$ cat config.mk
export PLATFORM = sky130hd
export DESIGN_NAME = booth_mult_ctrl_flat
export DESIGN_NICKNAME = d
export VERILOG_FILES = /design/src/rtl/booth_mult_ctrl_pkg.sv /design/src/rtl/booth_mult_ctrl_if.sv /design/src/rtl/booth_mult_ctrl_cla.sv /design/src/rtl/booth_mult_ctrl.sv /design/src/flat_wrapper.sv
export SDC_FILE = /design/constraint.sdc
export NUM_CORES = 1
export LEC_CHECK = 0
export BUFFER_PORTS_ARGS = -buffer_cell sky130_fd_sc_hd__buf_2
export CAP_MARGIN = 20
export CORE_UTILIZATION = 55
export CTS_BUF_LIST = sky130_fd_sc_hd__clkbuf_4
export DETAILED_ROUTE_END_ITERATION = 10
export GPL_ROUTABILITY_DRIVEN = 1
export PLACE_DENSITY = 0.82
export SKIP_CTS_REPAIR_TIMING = 1
export SLEW_MARGIN = 20
export SYNTH_ARGS = -nofsm -noshare
export SYNTH_HDL_FRONTEND = slang
export SYNTH_HIERARCHICAL = 1
export SYNTH_SLANG_ARGS = --single-unit
export TNS_END_PERCENT = 100
$ cat constraint.sdc
create_clock -name clock -period 4.4 [get_ports clock]
set_input_delay 0.88 -clock clock [delete_from_list [all_inputs] [get_ports clock]]
set_output_delay 0.88 -clock clock [all_outputs]
set_load 0.02 [all_outputs]
$ cat src/rtl/booth_mult_ctrl_pkg.sv
// Shared definitions for the radix-2 Booth multiplier slice.
// Holds operand width, iteration count, counter width and the FSM state type.
package booth_mult_ctrl_pkg;

    localparam int unsigned WIDTH = 32;
    localparam int unsigned ITER  = 32;
    localparam int unsigned CNT_W = 5;

    typedef enum logic [1:0] {
        IDLE = 2'd0,
        RUN  = 2'd1,
        DONE = 2'd2
    } state_t;

endpackage

$ cat src/rtl/booth_mult_ctrl_if.sv
// Handshake/data bundle for booth_mult_ctrl.
//   ctrl_MULT      : start pulse, operands sampled on the edge it is high
//   data_operandA  : multiplicand (two's complement)
//   data_operandB  : multiplier (two's complement)
//   data_result    : low 32 bits of the signed product
//   data_exception : product does not fit in signed 32 bits
//   data_resultRDY : one-cycle result-valid pulse
//   busy           : high while an iteration sequence is running
// master = requester (drives start/operands), slave = multiplier.
interface booth_mult_ctrl_if;
    import booth_mult_ctrl_pkg::*;

    logic             ctrl_MULT;
    logic [WIDTH-1:0] data_operandA;
    logic [WIDTH-1:0] data_operandB;
    logic [WIDTH-1:0] data_result;
    logic             data_exception;
    logic             data_resultRDY;
    logic             busy;

    modport master (
        output ctrl_MULT, data_operandA, data_operandB,
        input  data_result, data_exception, data_resultRDY, busy
    );

    modport slave (
        input  ctrl_MULT, data_operandA, data_operandB,
        output data_result, data_exception, data_resultRDY, busy
    );

endinterface

$ cat src/rtl/booth_mult_ctrl_cla.sv
// 32-bit carry-lookahead adder: 8 groups of 4 bits; every carry inside a
// group is formed directly from the group carry-in, and group carries chain
// through group generate/propagate.
//   A, B : addends
//   cIn  : carry in
//   sum  : A + B + cIn (low 32 bits)
//   cOut : two's-complement signed overflow of the addition
module thirty_two_bit_cla (
    input  logic [31:0] A,
    input  logic [31:0] B,
    input  logic        cIn,
    output logic [31:0] sum,
    output logic        cOut
);
    logic [31:0] g;
    logic [31:0] p;
    logic [32:0] c;

    assign g = A & B;
    assign p = A ^ B;

    always_comb begin : lookahead
        logic gacc;
        logic pacc;
        logic cgrp;
        c    = '0;
        gacc = 1'b0;
        pacc = 1'b1;
        cgrp = cIn;
        for (int unsigned k = 0; k < 8; k++) begin
            gacc = 1'b0;
            pacc = 1'b1;
            for (int unsigned j = 0; j < 4; j++) begin
                c[4*k+j] = gacc | (pacc & cgrp);
                gacc     = g[4*k+j] | (p[4*k+j] & gacc);
                pacc     = p[4*k+j] & pacc;
            end
            cgrp = gacc | (pacc & cgrp);
        end
        c[32] = cgrp;
    end

    assign sum  = p ^ c[31:0];
    // Signed overflow: carry into the sign bit differs from carry out of it.
    assign cOut = c[32] ^ c[31];

endmodule

$ cat src/rtl/booth_mult_ctrl.sv
// Sequential radix-2 Booth multiplier, 32 x 32 -> low 32 bits + overflow flag.
//   clock : rising-edge clock
//   reset : synchronous, active-high
//   mif   : booth_mult_ctrl_if slave (start, operands, result, exception,
//           result-ready pulse, busy)
// One iteration per clock in RUN; a single shared CLA does every add/subtract.
// A start in any state (re)loads operands and enters RUN.
module booth_mult_ctrl
    import booth_mult_ctrl_pkg::*;
#(
    parameter int unsigned WIDTH = booth_mult_ctrl_pkg::WIDTH
) (
    input  logic             clock,
    input  logic             reset,
    booth_mult_ctrl_if.slave mif
);
    state_t           state;
    state_t           state_nx;
    logic [CNT_W-1:0] cnt;
    logic [WIDTH-1:0] u;
    logic [WIDTH-1:0] q;
    logic [WIDTH-1:0] m;
    logic             qm1;
    logic             load;
    logic             step;
    logic             last;
    logic [WIDTH-1:0] add_b;
    logic             add_cin;
    logic [WIDTH-1:0] sum;
    logic             add_ovf;
    logic             msb;
    logic [WIDTH-1:0] u_nx;
    logic [WIDTH-1:0] q_nx;
    logic [WIDTH-1:0] result_r;
    logic             exc_r;

    // Booth recoding: 01 adds M, 10 adds ~M+1, 00/11 adds zero (U passes through).
    always_comb begin
        add_b   = '0;
        add_cin = 1'b0;
        unique case ({q[0], qm1})
            2'b01:   add_b = m;
            2'b10: begin
                add_b   = ~m;
                add_cin = 1'b1;
            end
            default: ;
        endcase
    end

    thirty_two_bit_cla u_cla (
        .A    (u),
        .B    (add_b),
        .cIn  (add_cin),
        .sum  (sum),
        .cOut (add_ovf)
    );

    // True sign of the 33-bit sum is sum[31] flipped on overflow; needed when
    // M = 0x80000000 so that subtracting it does not corrupt the shifted sign.
    assign msb  = sum[WIDTH-1] ^ add_ovf;
    assign u_nx = {msb, sum[WIDTH-1:1]};
    assign q_nx = {sum[0], q[WIDTH-1:1]};
    assign last = (cnt == CNT_W'(ITER - 1));

    always_ff @(posedge clock) begin
        if (reset) state <= IDLE;
        else       state <= state_nx;
    end

    always_comb begin
        state_nx = state;
        load     = mif.ctrl_MULT;
        step     = 1'b0;
        unique case (state)
            IDLE: if (load) state_nx = RUN;
            RUN: begin
                step = !load;
                if (load)      state_nx = RUN;
                else if (last) state_nx = DONE;
            end
            DONE:    state_nx = load ? RUN : IDLE;
            default: state_nx = IDLE;
        endcase
    end

    always_ff @(posedge clock) begin
        if (reset) begin
            m        <= '0;
            u        <= '0;
            q        <= '0;
            qm1      <= 1'b0;
            cnt      <= '0;
            result_r <= '0;
            exc_r    <= 1'b0;
        end else if (load) begin
            m   <= mif.data_operandA;
            u   <= '0;
            q   <= mif.data_operandB;
            qm1 <= 1'b0;
            cnt <= '0;
        end else if (step) begin
            u   <= u_nx;
            q   <= q_nx;
            qm1 <= q[0];
            cnt <= cnt + CNT_W'(1);
            if (last) begin
                result_r <= q_nx;
                // Product fits in 32 bits only if the upper word is pure sign extension.
                exc_r    <= (u_nx != {WIDTH{q_nx[WIDTH-1]}});
            end
        end
    end

    assign mif.data_result    = result_r;
    assign mif.data_exception = exc_r;
    assign mif.data_resultRDY = (state == DONE);
    assign mif.busy           = (state == RUN);

endmodule

$ cat src/flat_wrapper.sv
// flat-port wrapper written by rule: the top's interface ports become plain ports
module booth_mult_ctrl_flat import booth_mult_ctrl_pkg::*;
#(
    parameter int unsigned WIDTH = booth_mult_ctrl_pkg::WIDTH
)
  (clock, reset, mif_ctrl_MULT, mif_data_operandA, mif_data_operandB, mif_data_result, mif_data_exception, mif_data_resultRDY, mif_busy);
  booth_mult_ctrl_if mif_i ();
  input  logic clock;
  input  logic reset;
  input wire logic [$bits(mif_i.ctrl_MULT)-1:0] mif_ctrl_MULT;
  input wire logic [$bits(mif_i.data_operandA)-1:0] mif_data_operandA;
  input wire logic [$bits(mif_i.data_operandB)-1:0] mif_data_operandB;
  output wire logic [$bits(mif_i.data_result)-1:0] mif_data_result;
  output wire logic [$bits(mif_i.data_exception)-1:0] mif_data_exception;
  output wire logic [$bits(mif_i.data_resultRDY)-1:0] mif_data_resultRDY;
  output wire logic [$bits(mif_i.busy)-1:0] mif_busy;
  assign mif_i.ctrl_MULT = mif_ctrl_MULT;
  assign mif_i.data_operandA = mif_data_operandA;
  assign mif_i.data_operandB = mif_data_operandB;
  assign mif_data_result = mif_i.data_result;
  assign mif_data_exception = mif_i.data_exception;
  assign mif_data_resultRDY = mif_i.data_resultRDY;
  assign mif_busy = mif_i.busy;
  booth_mult_ctrl #(.WIDTH(WIDTH)) u_core (.clock(clock), .reset(reset), .mif(mif_i));
endmodule
# --- Word level (Yosys, flattened, before mapping) ---
# Cells that the tools add are included.
totals:
  out_inout_bits: 35
  input_bits: 67
  wordCells: 176
  register_bits: 137
op_classes:
  n_addsub: 1
  n_eq_ne: 8
  bitwise: 143
  reduce_logical: 6
  mux: 10
op_table:
  columns: ["cell", "n"]
  rows:
  - ["AND 1 bit", 80]
  - ["two-way mux 32 bit", 2]
  - ["case mux 32 bit (2 select lines)", 1]
  - ["bitwise XOR 32 bit", 2]
  - ["OR 1 bit", 56]
  - ["AND 32 bit", 1]
  - ["inequality test 32 bit", 1]
  - ["inverter 32 bit", 1]
  - ["two-way mux 2 bit", 3]
  - ["case mux 2 bit (3 select lines)", 1]
  - ["adder 5 x 1 -> 5 bit, second input constant", 1]
  - ["equality test 5 bit, second input constant", 1]
  - ["equality test 2 x 1 -> 1 bit, second input constant", 2]
  - ["equality test 2 bit, second input constant", 2]
  - ["two-way mux 1 bit", 3]
  - ["inequality test 3 x 2 -> 1 bit, second input constant", 1]
  - ["AND reduction 3 bit", 1]
  - ["zero test 2 bit", 1]
  - ["inequality test 2 bit, second input constant", 1]
  - ["AND reduction 2 bit", 1]
  - ["nonzero test 2 bit", 1]
  - ["OR reduction 2 bit", 1]
  - ["bitwise XOR 1 bit", 2]
  - ["zero test 1 bit", 1]
  - ["inverter 1 bit", 1]

# --- Logic depth before layout (Yosys ltp) ---
logic_depth:
  ltp_word: 27
  depth_mapped: 20
  depth_no_buf: 18

# --- Cells and area by module ---
# The synthesis kept the hierarchy.
modules_own_cells:
  columns: ["mod", "instances", "seq_area_each_um2", "cells_per_inst", "area_each_um2"]
  rows:
  - ["booth_mult_ctrl", 1, 2742.6, 738, 5718.0]
  - ["thirty_two_bit_cla", 1, 0.0, 177, 1490.2]

# --- Least setup slack after synthesis ---
# OpenSTA, ideal clock, no wires.
synth_path:
  path_kind: "register -> register"
  start: "register u_core.qm1"
  end: "register u_core.exc_r (netlist: u_core/mif.data_exception)"
  n_path_buf: 2
  setup_ps: 137
  slack_ps: 655
  t_required_ps: 4263
  synth_period_minus_slack_ps: 3745
  stages_incl_launch_ff: 21
  t_arrival_ps: 3608
  cell_sequence: "dfxtp_1 -> nor2b_1 -> clkbuf_1 -> clkbuf_1 -> nand2_1 -> o21ai_0 -> ha_1 -> nand4_1 -> inv_1 -> a221oi_2 -> o2111a_2 -> nor2_4 -> o21ba_2 -> o21ai_0 -> nand2b_1 -> fa_1 -> xor2_1 -> nor4_1 -> nand2_1 -> o21ai_0 -> a41oi_2"
synth_via:
  elab_cells_between_ends: 146
  classes_between: "3 x eq/ne; 2 x mux; 141 x bitwise"
synth_lines:
  columns: ["element", "line", "source"]
  rows:
  - ["start, declared", "booth_mult_ctrl.sv:23", "logic qm1;"]
  - ["start signal, assigned", "booth_mult_ctrl.sv:105", "qm1 <= q[0];"]
  - ["equality test 2 bit or equality test 2 x 1 -> 1 bit (tied branches)", "booth_mult_ctrl.sv:41", "unique case ({q[0], qm1})"]
  - ["case mux 32 bit (2 select lines) *", "booth_mult_ctrl.sv:41", null]
  - ["via u_core.add_b[16]", "booth_mult_ctrl.sv:27", "logic [WIDTH-1:0] add_b;"]
  - ["AND 32 bit", "booth_mult_ctrl_cla.sv:19", "assign g = A & B;"]
  - ["AND 1 bit", "booth_mult_ctrl_cla.sv:35", "gacc = g[4*k+j] | (p[4*k+j] & gacc);"]
  - ["OR 1 bit", "booth_mult_ctrl_cla.sv:35", null]
  - ["AND 1 bit", "booth_mult_ctrl_cla.sv:35", null]
  - ["OR 1 bit", "booth_mult_ctrl_cla.sv:35", null]
  - ["[4 not listed]", null, null]
  - ["OR 1 bit *", "booth_mult_ctrl_cla.sv:38", "cgrp = gacc | (pacc & cgrp);"]
  - ["AND 1 bit *", "booth_mult_ctrl_cla.sv:38", null]
  - ["OR 1 bit *", "booth_mult_ctrl_cla.sv:38", null]
  - ["AND 1 bit *", "booth_mult_ctrl_cla.sv:34", "c[4*k+j] = gacc | (pacc & cgrp);"]
  - ["OR 1 bit *", "booth_mult_ctrl_cla.sv:34", null]
  - ["bitwise XOR 32 bit *", "booth_mult_ctrl_cla.sv:43", "assign sum = p ^ c[31:0];"]
  - ["via u_core.sum[29]", "booth_mult_ctrl.sv:29", "logic [WIDTH-1:0] sum;"]
  - ["inequality test 32 bit *", "booth_mult_ctrl.sv:110", "exc_r <= (u_nx != {WIDTH{q_nx[WIDTH-1]}});"]
  - ["end signal, assigned", "booth_mult_ctrl.sv:110", null]
  - ["end, declared", "booth_mult_ctrl.sv:35", "logic exc_r;"]
# Mark *: on every way through the listed nets, which the timed path passes. The rest lies on a longest branch.
# A chain may end at the register's enable or synchronous reset.

# --- Final worst setup path ---
layout_path:
  start: "register u_core.qm1"
  end: "register u_core.exc_r (netlist: u_core/mif.data_exception)"
layout_via:
  elab_cells_between_ends: 146
  classes_between: "3 x eq/ne; 2 x mux; 141 x bitwise"
layout_lines:
  columns: ["element", "line", "source"]
  rows:
  - ["equality test 2 bit or equality test 2 x 1 -> 1 bit (tied branches)", "booth_mult_ctrl.sv:41", null]
  - ["case mux 32 bit (2 select lines) *", "booth_mult_ctrl.sv:41", null]
  - ["via u_core.add_b[19]", "booth_mult_ctrl.sv:27", null]
  - ["bitwise XOR 32 bit", "booth_mult_ctrl_cla.sv:20", "assign p = A ^ B;"]
  - ["AND 1 bit (on tied branches)", "booth_mult_ctrl_cla.sv:35, booth_mult_ctrl_cla.sv:36", null]
  - ["OR 1 bit or AND 1 bit (tied branches)", "booth_mult_ctrl_cla.sv:35, booth_mult_ctrl_cla.sv:38", null]
  - ["OR 1 bit *", "booth_mult_ctrl_cla.sv:38", null]
  - ["AND 1 bit *", "booth_mult_ctrl_cla.sv:38", null]
  - ["OR 1 bit *", "booth_mult_ctrl_cla.sv:38", null]
  - ["AND 1 bit *", "booth_mult_ctrl_cla.sv:38", null]
  - ["OR 1 bit *", "booth_mult_ctrl_cla.sv:38", null]
  - ["AND 1 bit *", "booth_mult_ctrl_cla.sv:34", null]
  - ["OR 1 bit *", "booth_mult_ctrl_cla.sv:34", null]
  - ["bitwise XOR 32 bit *", "booth_mult_ctrl_cla.sv:43", null]
  - ["via u_core.sum[29]", "booth_mult_ctrl.sv:29", null]
  - ["inequality test 32 bit *", "booth_mult_ctrl.sv:110", null]
# Marked as above.

==> flow_summary.ini <==
[run_status]
outcome = finished, final reports clean

[logic_synthesis]
dominant_cell_by_count_in_the_synthesized_netlist = nand2_1
postSynthAreaPerCell_sq_um = 7.88
yosysSeqAreaShare = 0.380
synth_cells = 915
syn_area_sq_mm = 0.00721
yosys_register_bits = 137
netlist.area_leader.share = 0.380
fraction_of_registers_with_async_set_reset = 0
netlist-cell-type-count = 67
yosys-top-cells-area = dfxtp_1 (38%), nand2_1 (14%), a21oi_1 (7.7%)
synth_edf_count = 0
synth.largest_area_cell = dfxtp_1
syn_warnings = 6
mappedNetlistNets = 1024
synth_commonest_cells = nand2_1 (270), dfxtp_1 (137), a21oi_1 (111)
most_common_flop_cell_mapped_by_yosys = dfxtp_1

[timing]
timing.fmax_mhz = 249
timing_hold_violations_final = 0
layout_min_cycle_time_ns = 4.02
setup_tns_ns = 0
maximum_clock_skew_at_final_layout_ns = 0.0184
max_slew.worst_pin.slew_ns = 1.01
finalMaxSlewViolations = 0
layout_worst_path_cycle_share = 0.914
maxSlewHeadroom = 0.324
hold-worst-slack_ns = 0.459
grt_setup_unrepaired = no
finalSetupViolCount = 0

[power]
comb_power_share = 0.118
total_switching_power_uw = 715
report.power.total_mw = 2.58
power.clock.fraction = 0.373
power.internal_mw = 1.86
p_leak_nw = 3.44
seq_power_share = 0.509
switching_fraction_of_total_power = 0.277
vdd_ir_drop_max_v = 0.000212
cellPowerDensity_mw_per_mm2 = 319

[clock_tree]
clk_pin_slew_worst_paths_ns = 0.12
cts-buffers-inserted = 17
clock_tree.root_cell = clkbuf_4
insertion_delay_ns = 0.56
tritoncts_clock_tree = yes
clock_tree.htree_level_count = 4
cts_buffer_depth = 2
clock_sink_count = 137

[route]
drt-pass1-iter-count = 5
drt_wl_total_um = 15900
wl_per_cell_um = 13.5
via_per_inst = 5.39
count_of_antenna_violating_nets_left_after_detailed_routing = 0
route.vias.total = 6326
drc = 0
drt_iter0_drc = 548

[grt]
grt_start_max_net_pins = 100
grt_pass1_wl_um = 25700
via_count_of_the_first_global_routing_pass = 5705
antenna_found_initial = 0
gr-usage-all-layers = 0.239
global_route.overflow_total = 0

[setup_path]
critical_path_required_ns = 4.82
crit_path_kind = reg2reg
worstPathArrival_ns = 4.44
crit_path_max_fanout = 20
nature_of_the_critical_path_endpoint = flip-flop
cp-start-kind = flip-flop

[die]
num_rows = 41
initial_core_utilization = 0.567
io_pins = 102
area_of_the_die_sq_mm = 0.0136
chipHeight_um = 116
design.core.area_sq_mm = 0.0127
die_x_um = 116

[run]
drv.max_cap_violation_count = 0

[finish]
multi_input_area_sq_mm = 0.00412
drive_above_1_share = 0.176
layout.filler_cells = 1148
syn_to_final_growth_pct = 12.0
sequential_cell_area_sq_mm = 0.00274
post-route-cell-area_sq_mm = 0.00808
num-nets-final = 1098
antenna-diode-count = 0

[place]
gp_routability_congestion = 0.896
io_buffer_count = 101
post_dp_cell_area_sq_mm = 0.00772
hpwlAfterDp_um = 10700

[min_path]
worst_hold_path_type = reg2reg
[cell families after synthesis]
| logic type | Yosys count | synth area share |
|---|---|---|
| buffers and inverters | 76 | 0.0503 |
| AO/OA/AOI/OAI | 232 | 0.198 |
| XOR/XNOR | 25 | 0.0304 |
| flip-flops | 137 | 0.380 |
| adder cells (fa/ha/maj) | 42 | 0.0812 |
| AND/OR/NAND/NOR | 371 | 0.215 |
| multiplexers | 32 | 0.0444 |
[state kept, by name (all words and copies together) (netlist names)]
| signal | cells |
|---|---|
| u_core/qm1 | 1 |
| u_core/cnt | 5 |
| u_core/m | 32 |
| u_core/state | 2 |
| u_core/u | 32 |
| u_core/mif.data_exception | 1 |
| u_core/q | 32 |
| u_core/mif.data_result | 32 |
[path summary, 6_finish.rpt]
| kind | start | slack, ns | endpoint | cells past startpoint |
|---|---|---|---|---|
| max reg2reg | u_core/qm1 | 0.38 | u_core/mif.data_exception | 19 |
| min reg2reg | u_core/mif.data_result[7] | 0.46 | u_core/mif.data_result[7] | 2 |
| max | u_core/qm1 | 0.38 | u_core/mif.data_exception | 19 |
| min | u_core/mif.data_result[7] | 0.46 | u_core/mif.data_result[7] | 2 |
[power groups by stage]
stage                     clock network, mW  registers (mW)  logic [mW]
after floorplan                           0            1.33       0.229
after global placement                    0            1.34       0.295
after detailed placement                  0            1.34       0.301
after CTS                             0.984            1.31       0.303
after global routing                   1.04            1.32       0.338
final                                 0.963            1.31       0.303
[per-layer routing]
layer  track usage  up-vias  wire [um]
met4        0.0726        0        147
met5             0        -          0
met1         0.297     2909       7090
met3        0.0706       16        868
li1              -     3245          -
met2         0.398      156       7790
[metrics by stage]
stage	util	setup slack [ns]	instances
finish	0.635	0.380	1174
global route	0.635	0.0946	1174
CTS	0.634	0.127	1174
detailed placement	0.607	0.148	1142
global placement	0.607	0.221	1142
floorplan	-	0.655	915
[layout make-up]
type / instances / share of cell area
timing repair buffer: 111 / 0.0722
multi-input combinational: 702 / 0.510
inverter: 20 / 0.00930
clock buffer: 17 / 0.0158
tap: 172 / 0.0267
sequential: 137 / 0.340
clock inverter: 15 / 0.0268
[critical path: stages (launching register included)]
cell,delay (ns)
dfxtp_1,0.37
nor2b_4,0.45
buf_4,0.21
nand2_1,0.05
o21ai_0,0.07
ha_1,0.30
nand4_1,0.15
inv_1,0.11
a221oi_2,0.29
o2111a_2,0.26
nor2_4,0.06
o21ba_2,0.22
o21ai_0,0.14
nand2b_1,0.08
fa_1,0.37
xor2_1,0.17
nor4_1,0.28
nand2_1,0.07
o21ai_0,0.10
a41oi_2,0.13
[cells in the final DEF (no fill, tap or decap), types with 17 or more instances in the layout]
cell	count
clkbuf_4	17
dfxtp_1	137
nor2_1	49
a21o_1	40
nand2_1	270
ha_1	34
buf_2	100
a21oi_1	111
mux2i_1	32
o21ai_0	39
inv_1	19
Note: power is estimated with default switching activity, not from simulation.
